**config.mk**
```make
export PLATFORM = sky130hd
export DESIGN_NAME = ksz8851_init_seq
export DESIGN_NICKNAME = d
export VERILOG_FILES = /design/src/rtl/ksz8851_init_seq.sv
export SDC_FILE = /design/constraint.sdc
export NUM_CORES = 1
export LEC_CHECK = 0
export CELL_PAD_IN_SITES_DETAIL_PLACEMENT = 0
export CELL_PAD_IN_SITES_GLOBAL_PLACEMENT = 2
export CORE_MARGIN = 3
export CORE_UTILIZATION = 30
export CTS_CLUSTER_DIAMETER = 100
export DETAILED_ROUTE_END_ITERATION = 10
export PLACE_DENSITY = 0.81
export SYNTH_ARGS = -nofsm -noshare
export SYNTH_HDL_FRONTEND = slang
export SYNTH_SLANG_ARGS = --single-unit
```
**constraint.sdc**
```tcl
create_clock -name sysclk -period 3.4 [get_ports sysclk]
set_input_delay 0.51 -clock sysclk [delete_from_list [all_inputs] [get_ports sysclk]]
set_output_delay 0.51 -clock sysclk [all_outputs]
set_load 0.01 [all_outputs]
```
**src/rtl/ksz8851_init_seq.sv**
```systemverilog
// Post-reset bring-up sequencer for the KSZ8851 MAC/PHY register set.
// Define INIT_READBACK_EN to append the RXCR1 readback check as step 8.
`timescale 1ns/1ps
module ksz8851_init_seq #(
    parameter logic [47:0] MAC_ADDR = 48'hFA610E030000,
    parameter logic [15:0] TIMEOUT  = 16'd1024
) (
    input  logic        sysclk,
    input  logic        reset,
    input  logic        initReq,
    output logic        initAck,
    output logic        cmdReq,
    input  logic        cmdAck,
    input  logic        dataValid,
    input  logic [15:0] rdData,
    output logic        isDMA,
    output logic        isWrite,
    output logic        isWord,
    output logic [7:0]  RegAddr,
    output logic [15:0] DataIn,
    output logic        initOK,
    output logic        ethIoError,
    output logic [3:0]  errStep
);
`ifdef INIT_READBACK_EN
    localparam logic [3:0] LAST_STEP = 4'd8;
`else
    localparam logic [3:0] LAST_STEP = 4'd7;
`endif

    typedef enum logic [3:0] {
        IDLE, START, ISSUE, WAIT_ACK, WAIT_DATA, DATA_DLY,
        CAPTURE, RELEASE, NEXT, DONE, ERROR, RESTART
    } state_t;

    state_t      state_q;
    logic [3:0]  step_q;
    logic [15:0] cnt_q;
    logic        initAck_q, cmdReq_q, isWrite_q;
    logic        initOK_q, ethIoError_q;
    logic [7:0]  RegAddr_q;
    logic [15:0] DataIn_q;
    logic [3:0]  errStep_q;

    logic        rom_wr;
    logic [7:0]  rom_addr;
    logic [15:0] rom_data, rom_mask, rom_exp;
    logic        tmo, rd_ok, restart, goto_err;

    always_comb begin
        rom_wr   = 1'b1;
        rom_addr = 8'h00;
        rom_data = 16'h0000;
        rom_mask = 16'h0000;
        rom_exp  = 16'h0000;
        case (step_q)
            4'd0: begin
                rom_wr   = 1'b0;
                rom_addr = 8'hC0;
                rom_mask = 16'hFFF0;
                rom_exp  = 16'h8870;
            end
            4'd1: begin rom_addr = 8'h10; rom_data = MAC_ADDR[15:0];  end
            4'd2: begin rom_addr = 8'h12; rom_data = MAC_ADDR[31:16]; end
            4'd3: begin rom_addr = 8'h14; rom_data = MAC_ADDR[47:32]; end
            4'd4: begin rom_addr = 8'h84; rom_data = 16'h4000; end
            4'd5: begin rom_addr = 8'h86; rom_data = 16'h4000; end
            4'd6: begin rom_addr = 8'h70; rom_data = 16'h00EE; end
            4'd7: begin rom_addr = 8'h74; rom_data = 16'h7CE0; end
            4'd8: begin
                rom_wr   = 1'b0;
                rom_addr = 8'h74;
                rom_mask = 16'hFFFF;
                rom_exp  = 16'h7CE0;
            end
            default: rom_wr = 1'b0;
        endcase
    end

    assign tmo     = (cnt_q == TIMEOUT - 16'd1);
    assign rd_ok   = ((rdData & rom_mask) == rom_exp);
    assign restart = initReq && (state_q != IDLE) && (state_q != START);

    // Failure exits: a wait that made no progress before the deadline, or a bad readback.
    always_comb begin
        goto_err = 1'b0;
        case (state_q)
            WAIT_ACK:  goto_err = !cmdAck && tmo;
            WAIT_DATA: goto_err = !dataValid && tmo;
            RELEASE:   goto_err = cmdAck && tmo;
            CAPTURE:   goto_err = !rd_ok;
            default:   goto_err = 1'b0;
        endcase
    end

    always_ff @(posedge sysclk or negedge reset) begin
        if (!reset) begin
            state_q      <= IDLE;
            step_q       <= 4'd0;
            cnt_q        <= 16'd0;
            initAck_q    <= 1'b0;
            cmdReq_q     <= 1'b0;
            isWrite_q    <= 1'b0;
            initOK_q     <= 1'b0;
            ethIoError_q <= 1'b0;
            RegAddr_q    <= 8'h00;
            DataIn_q     <= 16'h0000;
            errStep_q    <= 4'd0;
        end else begin
            initAck_q <= 1'b0;
            cnt_q     <= 16'd0;
            if (restart) begin
                cmdReq_q <= 1'b0;
                if (!cmdAck) begin
                    state_q   <= START;
                    initAck_q <= 1'b1;
                end else begin
                    state_q <= RESTART;
                end
            end else if (goto_err) begin
                cmdReq_q     <= 1'b0;
                ethIoError_q <= 1'b1;
                errStep_q    <= step_q;
                state_q      <= ERROR;
            end else begin
                case (state_q)
                    IDLE: if (initReq) begin
                        state_q   <= START;
                        initAck_q <= 1'b1;
                    end
                    START: begin
                        initOK_q     <= 1'b0;
                        ethIoError_q <= 1'b0;
                        step_q       <= 4'd0;
                        state_q      <= ISSUE;
                    end
                    ISSUE: begin
                        RegAddr_q <= rom_addr;
                        DataIn_q  <= rom_data;
                        isWrite_q <= rom_wr;
                        cmdReq_q  <= 1'b1;
                        state_q   <= WAIT_ACK;
                    end
                    WAIT_ACK: if (cmdAck) begin
                        if (isWrite_q) begin
                            cmdReq_q <= 1'b0;
                            state_q  <= RELEASE;
                        end else begin
                            state_q <= WAIT_DATA;
                        end
                    end else begin
                        cnt_q <= cnt_q + 16'd1;
                    end
                    WAIT_DATA: if (dataValid) state_q <= DATA_DLY;
                               else cnt_q <= cnt_q + 16'd1;
                    DATA_DLY: state_q <= CAPTURE;
                    CAPTURE: begin
                        cmdReq_q <= 1'b0;
                        state_q  <= RELEASE;
                    end
                    RELEASE: begin
                        cmdReq_q <= 1'b0;
                        if (!cmdAck) state_q <= NEXT;
                        else cnt_q <= cnt_q + 16'd1;
                    end
                    NEXT: if (step_q == LAST_STEP) begin
                        initOK_q <= 1'b1;
                        state_q  <= DONE;
                    end else begin
                        step_q  <= step_q + 4'd1;
                        state_q <= ISSUE;
                    end
                    DONE: state_q <= IDLE;
                    ERROR: begin
                        cmdReq_q <= 1'b0;
                        state_q  <= IDLE;
                    end
                    RESTART: if (!cmdAck) begin
                        state_q   <= START;
                        initAck_q <= 1'b1;
                    end
                    default: state_q <= IDLE;
                endcase
            end
        end
    end

    assign initAck    = initAck_q;
    assign cmdReq     = cmdReq_q;
    assign isDMA      = 1'b0;
    assign isWrite    = isWrite_q;
    assign isWord     = 1'b1;
    assign RegAddr    = RegAddr_q;
    assign DataIn     = DataIn_q;
    assign initOK     = initOK_q;
    assign ethIoError = ethIoError_q;
    assign errStep    = errStep_q;
endmodule

```
==> Yosys cells after proc, flatten, opt, wreduce, memory -nomap -nowiden <==
Cells that the tools add are included.
{ "word_totals": {"reg_bits": 57, "in_bits": 21, "out_inout_bits": 35} }
{ "op_classes": {"add_sub_neg": 2, "eq_ne": 29, "n_mux": 39, "n_bitwise": 3, "n_reduce_logical": 25} }
{ "op_table": {"columns": ["operator", "n"], "rows": [
  ["16-bit two-way mux", 5],
  ["16-bit case mux with 5 select lines", 1],
  ["16-bit case mux with 2 select lines", 2],
  ["8-bit case mux with 8 select lines", 1],
  ["16-bit case mux with 3 select lines", 1],
  ["4-bit two-way mux", 10],
  ["4-bit case mux with 10 select lines", 1],
  ["4-bit by 3-bit equality test with 1-bit output, second input constant", 8],
  ["4-bit != test, second input constant", 6],
  ["16-bit by 1-bit adder with 16-bit output, second input constant", 1],
  ["16-bit AND", 1],
  ["16-bit by 10-bit equality test with 1-bit output, second input constant", 1],
  ["16-bit equality test", 1],
  ["4-bit by 2-bit equality test with 1-bit output, second input constant", 4],
  ["4-bit equality test, second input constant", 4],
  ["1-bit two-way mux", 12],
  ["4-bit by 1-bit equality test with 1-bit output, second input constant", 2],
  ["4-bit logical NOT", 2],
  ["4-bit case mux with 2 select lines", 1],
  ["4-bit AND reduction", 2],
  ["7-bit OR reduction", 1],
  ["3-bit AND reduction", 2],
  ["1-bit logical AND", 5],
  ["5-bit AND reduction", 1],
  ["other kinds (15)", 23]
]} }

==> Depth between registers and ports, before layout <==
Gate-level depths: netlist of the first run.
{ "logic_depth": {"ltp_word": 8, "depth_mapped": 9, "depth_no_buf": 8} }

==> Least setup slack after synthesis of the first run <==
Ideal clock, no wire load.
{ "synth_timing": {"path_kind": "flip-flop to flip-flop", "from": "reg step_q[0]", "to": "reg errStep_q[1] (netlist: errStep[1])", "setup_ns": 0.125, "t_arrival_ns": 1.992, "required_time_ns": 3.275, "setup_slack_ns": 1.284, "stages_incl_launch_ff": 9, "n_path_buf": 0, "period_less_slack_ns": 2.116, "cell_sequence": "dfrtp_1 -> inv_1 -> ha_1 -> nor2b_1 -> nand4_1 -> or3_1 -> and3_4 -> nor2_4 -> mux2_2"} }
{ "synth_via": {"elab_chain_len": 7} }
{ "synth_rtl": {"columns": ["item", "line_no", "text"], "rows": [
  ["start, declared", "37", "logic [3:0] step_q;"],
  ["start signal, assigned", "170", "step_q <= step_q + 4'd1;"],
  ["4-bit equality test / 4-bit logical NOT (equally long branches)", "56", "case (step_q)"],
  ["16-bit case mux with 2 select lines", "56", null],
  ["16-bit AND", "81", "assign rd_ok = ((rdData & rom_mask) == rom_exp);"],
  ["16-bit equality test *", "81", null],
  ["1-bit logical NOT *", "91", "CAPTURE: goto_err = !rd_ok;"],
  ["1-bit case mux with 4 select lines *", "87", "case (state_q)"],
  ["2-bit AND reduction (no line) *", null, null],
  ["end signal, assigned", "123", "errStep_q <= step_q;"],
  ["end, declared", "43", "logic [3:0] errStep_q;"]
]} }
Mark *: on every way between the ends. The rest lies on a longest branch, timed or not.
A chain may end at the register's enable or synchronous reset.

==> Worst setup path in the final report of the first run <==
{ "layout_timing": {"from": "reg step_q[0]", "to": "reg errStep_q[2] (netlist: errStep[2])"} }
The elaborated chain is that of the path after synthesis.

==> load_flow_metrics.sql, run 1 <==
INSERT INTO impl_metrics (metric_group, metric, value, unit) VALUES
('critical_path', 'crit_type', 'reg -> reg', ''),
('synth', 'synthesis.area', '2780', 'µm²'),
('synth', 'ys_ff_latch', '49', ''),
('timing', 'post-route-min-period', '2.46', 'ns'),
('timing', 'timing.clock.skew', '0.0115', 'ns'),
('timing', 'grt_setup_unrepaired', 'false', ''),
('clock_tree', 'clk_pin_slew_worst_paths', '0.10', 'ns'),
('hold_path', 'worstHoldPathType', 'in -> async', ''),
('power_and_ir_drop', 'power.density', '664', 'nW/µm²'),
('status', 'outcome', 'completed', ''),
('timing', 'finalHoldViolCount', '0', ''),
('final_layout', 'layout_commonest_cell', 'sky130_fd_sc_hd__dfrtp_1', ''),
('die', 'io_pins', '56', ''),
('placed_design', 'buffer_ports.inserted', '49', ''),
('timing', 'final_worst_hold_slack', '0.313', 'ns'),
('die', 'die-width', '102', 'µm'),
('final_layout', 'area_delta_synth_final', '21.9', '%'),
('critical_path', 'cpPeakStageDelay', '0.48', 'ns'),
('global_route', 'grt_antenna_before_repair', '0', ''),
('clock_tree', 'cts_hold_buf', '0', ''),
('timing', 'worst_slack', '0.944', 'ns'),
('critical_path', 'critPathCaptureType', 'register', ''),
('global_route', 'wire_length_of_the_first_global_routing_pass', '10900', 'µm'),
('synth', 'ys_async_sr_fraction', '1.00', ''),
('final_layout', 'num-nets-final', '369', ''),
('clock_tree', 'clock_path_buffers', '2', ''),
('timing', 'max_clock_freq', '0.407', 'GHz'),
('placed_design', 'place_worst_setup_slack', '0.785', 'ns'),
('detailed_routing', 'detail_route.first_pass.iterations', '4', ''),
('synth', 'number_of_distinct_library_cells_after_synthesis', '54', ''),
('detailed_routing', 'drc', '0', ''),
('clock_tree', 'clock_sinks', '49', ''),
('critical_path', 'timing.critical_path.buf_inv', '1', ''),
('final_layout', 'drive_above_1_share', '0.0816', ''),
('final_layout', 'fillers', '925', ''),
('die', 'fp.dieArea', '10500', 'µm²'),
('critical_path', 'path_delay_family', 'simple AND/OR/NAND/NOR gates', ''),
('detailed_routing', 'antenna_left', '0', ''),
('critical_path', 'critical-path-slowest-cell', 'sky130_fd_sc_hd__dfrtp_1', ''),
('placed_design', 'dp_hpwl', '4620', 'µm'),
('clock_tree', 'cts_root_buffer', 'sky130_fd_sc_hd__clkbuf_8', ''),
('global_route', 'grt_util_all_layers', '0.130', ''),
('timing', 'count_of_endpoints_failing_setup_in_the_final_report', '0', ''),
('critical_path', 'crit_path_start_kind', 'register', ''),
('clock_tree', 'cts_tree', 'built', ''),
('detailed_routing', 'drt-total-wl', '6420', 'µm'),
('clock_tree', 'clkLatencyLatePin', '0.30', 'ns'),
('die', 'design.core.area', '8850', 'µm²'),
('detailed_routing', 'dr_total_vias', '2238', ''),
('timing', 'setup_total_negative_slack', '0', 'ns'),
('global_route', 'via_count_of_the_first_global_routing_pass', '2174', ''),
('detailed_routing', 'wl_per_cell', '14.2', 'µm'),
('die', 'fp.dieH', '102', 'µm'),
('critical_path', 'critPathArrivalTime', '2.65', 'ns'),
('critical_path', 'crit_required', '3.59', 'ns'),
('detailed_routing', 'drtIter0Drc', '164', ''),
('power_and_ir_drop', 'vdd_ir_drop_max', '203', 'µV'),
('clock_tree', 'cts_max_level', '2', ''),
('synth', 'syn_avg_cell_area', '9.15', 'µm²'),
('final_layout', 'antenna_cells', '0', ''),
('global_route', 'grt_max_degree', '38', ''),
('clock_tree', 'tritoncts.num_buffers', '5', ''),
('critical_path', 'timing.critical_path.cells', 'inv_1, ha_1, nor2b_1, nand2_1, o32a_2, and3_4, nor2_4, mux2_2', ''),
('final_layout', 'layout_common_cells', 'sky130_fd_sc_hd__dfrtp_1 (49), sky130_fd_sc_hd__clkdlybuf4s50_1 (48), sky130_fd_sc_hd__nand2_1 (32)', ''),
('timing', 'timing.final.max_slew_violations', '0', ''),
('synth', 'number_of_enable_type_register_cells_in_the_synthesized_netlist', '0', ''),
('timing', 'min_period_over_period', '0.722', ''),
('power_and_ir_drop', 'static-leakage-power', '1.41', 'nW'),
('synth', 'synthCells', '304', ''),
('critical_path', 'crit_path_max_fanout', '8', ''),
('detailed_routing', 'drt-vias-per-instance', '4.96', ''),
('die', 'starting_density_of_the_core', '0.314', ''),
('die', 'placement_rows', '34', ''),
('global_route', 'overflow', '0', ''),
('synth', 'synth_ff_type', 'sky130_fd_sc_hd__dfrtp_1', ''),
('timing', 'worstMarginPinSlew', '0.849', 'ns'),
('flow_run', 'maxCapViolations', '0', ''),
('clock_tree', 'post_cts.repair.setup_buffers', '0', ''),
('synth', 'ys_seq_area_frac', '0.441', ''),
('clock_tree', 'post_cts_resized', '0', ''),
('placed_design', 'gp_congestion', '0.791', ''),
('timing', 'worst_slew_margin_rel', '0.434', ''),
('synth', 'synth-warning-count', '0', '');
[final cells by class]
cell class,count,area [µm²],area share
Clock buffer,6,82.6,0.0244
Clock inverter,1,7.51,0.00221
Inverter,8,30.0,0.00886
Multi-Input combinational cell,225,1390,0.409
Sequential cell,49,1230,0.362
Tap cell,108,135,0.0399
Timing Repair Buffer,54,523,0.154
[kinds of logic (layout without fill, tap and decap cells)]
group | after synthesis | after routing | share of synthesized area
multiplexers | 6 | 6 | 0.0252
XOR/XNOR | 16 | 16 | 0.0504
flip-flops | 49 | 49 | 0.441
buffers and inverters | 34 | 69 | 0.0661
other | 2 | 6 | 0.00270
AO/OA/AOI/OAI | 65 | 65 | 0.153
adder cells (fa/ha/maj) | 5 | 5 | 0.0225
AND/OR/NAND/NOR | 127 | 127 | 0.239
[path summary, 6_finish.rpt]
check	from	to	slack, ns	cells past startpoint
hold / removal	reset	DataIn[13]	0.31	1
setup / recovery	step_q[0]	errStep[2]	0.94	8
hold reg to reg	DataIn[10]	DataIn[10]	0.49	2
min in group sysclk	DataIn[10]	DataIn[10]	0.49	2
setup reg to reg	step_q[0]	errStep[2]	0.94	8
max in group asynchronous	reset	cnt_q[1]	2.38	2
[layer usage]
metal  vias up  wire (µm)  track usage
li1       1119          -            -
met1      1060       3190        0.182
met2        52       2860        0.207
met3         7        284       0.0259
met4         0         85       0.0303
met5         -          0            0
[worst register-to-register path: stages, from the launching register on]
cell                      delay (ns)
sky130_fd_sc_hd__dfrtp_1        0.48
sky130_fd_sc_hd__inv_1          0.12
sky130_fd_sc_hd__ha_1           0.27
sky130_fd_sc_hd__nor2b_1        0.23
sky130_fd_sc_hd__nand2_1        0.16
sky130_fd_sc_hd__o32a_2         0.36
sky130_fd_sc_hd__and3_4         0.21
sky130_fd_sc_hd__nor2_4         0.16
sky130_fd_sc_hd__mux2_2         0.35
[where the power goes]
group	internal, mW	total, mW	switching (mW)
sequential	0.719	0.859	0.139
clock	0.161	0.356	0.195
combinational	0.498	1.04	0.539
[per-stage QoR]
stage,utilization,area (µm²),cells,power (mW)
CTS,0.383,3390,451,2.29
floorplan,-,2800,308,1.52
finish,0.383,3390,451,2.25
global route,0.383,3390,451,2.43
detailed placement,0.373,3300,444,1.92
global placement,0.373,3300,444,1.93
[cells in the mapped netlist, drive strengths merged (7+ instances only)]
library cell,instances,share of area
dfrtp,49,0.44
nor2,34,0.050
nand2,32,0.043
a21oi,18,0.032
o21ai,18,0.036
buf,15,0.040
nand3,15,0.031
o31ai,12,0.032
clkbuf,11,0.015
xor2,9,0.028
and3,8,0.020
inv,8,0.011
xnor2,7,0.022
[sequential cells by signal, indices dropped and copies added, names as in the netlist, 4 cells and up]
name and flops:
state_q 4, step_q 4, cnt_q 16, errStep 4, DataIn 10, RegAddr 6
Note: power is estimated with default switching activity, not from simulation.
==> run 2: changes to the inputs <==
--- a/config.mk
+++ b/config.mk
@@ -8,10 +8,10 @@
 export CELL_PAD_IN_SITES_DETAIL_PLACEMENT = 0
 export CELL_PAD_IN_SITES_GLOBAL_PLACEMENT = 2
 export CORE_MARGIN = 3
-export CORE_UTILIZATION = 30
+export CORE_UTILIZATION = 28
 export CTS_CLUSTER_DIAMETER = 100
 export DETAILED_ROUTE_END_ITERATION = 10
-export PLACE_DENSITY = 0.81
+export PLACE_DENSITY = 0.8
 export SYNTH_ARGS = -nofsm -noshare
 export SYNTH_HDL_FRONTEND = slang
 export SYNTH_SLANG_ARGS = --single-unit
==> constraint.sdc (replaced) <==
create_clock -name sysclk -period 1.97 [get_ports sysclk]
set_input_delay 0.2955 -clock sysclk [delete_from_list [all_inputs] [get_ports sysclk]]
set_output_delay 0.2955 -clock sysclk [all_outputs]
set_load 0.01 [all_outputs]
==> load_flow_metrics.sql, run 2 (same netlist as run 1, synthesis figures left out) <==
INSERT INTO impl_metrics (metric_group, metric, value, unit) VALUES
('status', 'outcome', 'finished, violations left', ''),
('status', 'violations_in_the_final_reports', 'setup timing', ''),
('power_and_ir_drop', 'power.density', '1140', 'nW/µm²'),
('detailed_routing', 'drc', '0', ''),
('detailed_routing', 'drtIter0Drc', '93', ''),
('final_layout', 'num-nets-final', '410', ''),
('timing', 'worst_slack', '-0.0717', 'ns'),
('power_and_ir_drop', 'static-leakage-power', '1.65', 'nW'),
('detailed_routing', 'antenna_left', '0', ''),
('clock_tree', 'clock_sinks', '49', ''),
('critical_path', 'reg2reg_to', 'errStep[3]', ''),
('critical_path', 'r2r_startpoint', 'step_q[0]', ''),
('clock_tree', 'clock_path_buffers', '2', ''),
('global_route', 'via_count_of_the_first_global_routing_pass', '2312', ''),
('timing', 'count_of_endpoints_failing_setup_in_the_final_report', '14', ''),
('clock_tree', 'cts_root_buffer', 'sky130_fd_sc_hd__clkbuf_8', ''),
('global_route', 'grt_util_all_layers', '0.122', ''),
('critical_path', 'critPathArrivalTime', '2.24', 'ns'),
('clock_tree', 'cts_tree', 'built', ''),
('global_route', 'grt_antenna_before_repair', '0', ''),
('flow_run', 'maxCapViolations', '0', ''),
('detailed_routing', 'drt-vias-per-instance', '4.63', ''),
('placed_design', 'place_worst_setup_slack', '-0.404', 'ns'),
('die', 'design.core.area', '9460', 'µm²'),
('die', 'fp.dieH', '106', 'µm'),
('final_layout', 'antenna_cells', '0', ''),
('critical_path', 'crit_path_start_kind', 'register', ''),
('global_route', 'grt_max_degree', '34', ''),
('detailed_routing', 'detail_route.first_pass.iterations', '4', ''),
('die', 'starting_density_of_the_core', '0.294', ''),
('final_layout', 'drive_above_1_share', '0.218', ''),
('final_layout', 'registers.top_by_ff_count', 'cnt_q', ''),
('critical_path', 'r2r.worst_path.cells', '8', ''),
('hold_path', 'worstHoldPathType', 'in -> async', ''),
('timing', 'post-route-min-period', '2.04', 'ns'),
('final_layout', 'largest_reg_flops', '16', ''),
('placed_design', 'dp_hpwl', '5090', 'µm'),
('detailed_routing', 'dr_total_vias', '2379', ''),
('clock_tree', 'clk_pin_slew_worst_paths', '0.09', 'ns'),
('critical_path', 'critPathCaptureType', 'register', ''),
('placed_design', 'gp_congestion', '0.803', ''),
('detailed_routing', 'wl_per_cell', '13.4', 'µm'),
('global_route', 'overflow', '0', ''),
('critical_path', 'crit_required', '2.17', 'ns'),
('final_layout', 'layout.core_utilization', '0.409', ''),
('timing', 'finalHoldViolCount', '0', ''),
('critical_path', 'r2r_slack', '-0.07', 'ns'),
('timing', 'timing.final.max_slew_violations', '0', ''),
('critical_path', 'crit_type', 'reg -> reg', ''),
('placed_design', 'count_of_placed_standard_cells_including_taps', '501', ''),
('timing', 'grt_setup_unrepaired', 'true', ''),
('final_layout', 'area_delta_synth_final', '39.2', '%'),
('global_route', 'wire_length_of_the_first_global_routing_pass', '11200', 'µm'),
('critical_path', 'crit_path_max_fanout', '5', ''),
('detailed_routing', 'drt-total-wl', '6890', 'µm'),
('timing', 'timing.clock.skew', '0.00315', 'ns'),
('timing', 'max_clock_freq', '0.490', 'GHz'),
('final_layout', 'layout_common_cells', 'sky130_fd_sc_hd__dfrtp_1 (47), sky130_fd_sc_hd__clkdlybuf4s50_1 (47), sky130_fd_sc_hd__buf_4 (38)', ''),
('die', 'placement_rows', '35', ''),
('clock_tree', 'clkLatencyLatePin', '0.30', 'ns'),
('power_and_ir_drop', 'vdd_ir_drop_max', '348', 'µV'),
('clock_tree', 'tritoncts.num_buffers', '5', ''),
('die', 'die-width', '106', 'µm'),
('clock_tree', 'cts_max_level', '2', ''),
('die', 'io_pins', '56', ''),
('placed_design', 'buffer_ports.inserted', '49', ''),
('timing', 'min_period_over_period', '1.04', ''),
('timing', 'setup_total_negative_slack', '-0.718', 'ns'),
('die', 'fp.dieArea', '11200', 'µm²'),
('final_layout', 'stdcell_count', '514', '');
## run 2: critical path, cell delays in order, from the launching register on
cell	delay, ns
sky130_fd_sc_hd__dfrtp_2	0.41
sky130_fd_sc_hd__inv_2	0.08
sky130_fd_sc_hd__ha_4	0.12
sky130_fd_sc_hd__nor2b_4	0.14
sky130_fd_sc_hd__nand4_1	0.12
sky130_fd_sc_hd__or3_4	0.36
sky130_fd_sc_hd__and3_4	0.21
sky130_fd_sc_hd__nor2_4	0.15
sky130_fd_sc_hd__mux2_2	0.35
## run 2: final cells by class
cell class | count | area, µm²
Sequential cell | 49 | 1230
Inverter | 8 | 30.0
Fill cell | 978 | 5590
Tap cell | 129 | 161
Timing Repair Buffer | 94 | 877
Clock buffer | 6 | 82.6
Multi-Input combinational cell | 226 | 1480
Clock inverter | 2 | 13.8
## run 2: metal layers
layer	global-route usage	share of wire	vias to the layer above
met2	0.214	0.50	42
met5	0	0	-
met1	0.154	0.46	1118
li1	-	-	1212
met3	0.0220	0.033	7
met4	0.0333	0.0099	0
## run 2: worst max-delay path by stage
stage / startpoint / endpoint / slack (ns) / cells after the start
2_1_floorplan: step_q[1] / errStep[1] / -0.07 / 8
3_3_place_gp: rdData[10] / errStep[0] / -0.39 / 7
3_5_place_dp: rdData[10] / errStep[0] / -0.40 / 7
4_1_cts: step_q[0] / errStep[3] / -0.11 / 8
5_1_grt: step_q[0] / errStep[1] / -0.18 / 8
6_report: step_q[0] / errStep[3] / -0.07 / 8
## run 2: stage by stage
stage               power [mW]  instance area (µm²)  hold slack (ns)
floorplan                 2.66                 2820       -0.0000911
global placement          3.66                 3660            0.258
detailed placement        3.67                 3660            0.257
CTS                       4.33                 3770            0.455
global route              4.74                 3870            0.492
finish                    4.40                 3870            0.466
## run 2: power breakdown
part	total, mW	leakage, nW	internal [mW]	switching (mW)
clock	0.636	0.0512	0.285	0.351
sequential	1.44	0.661	1.25	0.193
combinational	2.32	0.940	1.21	1.11
total	4.40	1.65	2.74	1.66
## run 2: repair_timing
item,in CTS,in global routing
endpoints found under the hold margin,17,0
buffers inserted,0,3
pin swaps,5,7
cloned,0,1
hold buffers,1,0
resized for setup,4,15
setup endpoints to repair,24,25
==> run 3: changes to the inputs <==
--- a/config.mk
+++ b/config.mk
@@ -11,6 +11,7 @@
 export CORE_UTILIZATION = 28
 export CTS_CLUSTER_DIAMETER = 100
 export DETAILED_ROUTE_END_ITERATION = 10
+export GPL_ROUTABILITY_DRIVEN = 0
 export PLACE_DENSITY = 0.8
 export SYNTH_ARGS = -nofsm -noshare
 export SYNTH_HDL_FRONTEND = slang
==> results of run 3 <==
The final DEF is identical to that of run 2; final timing and power are the same.
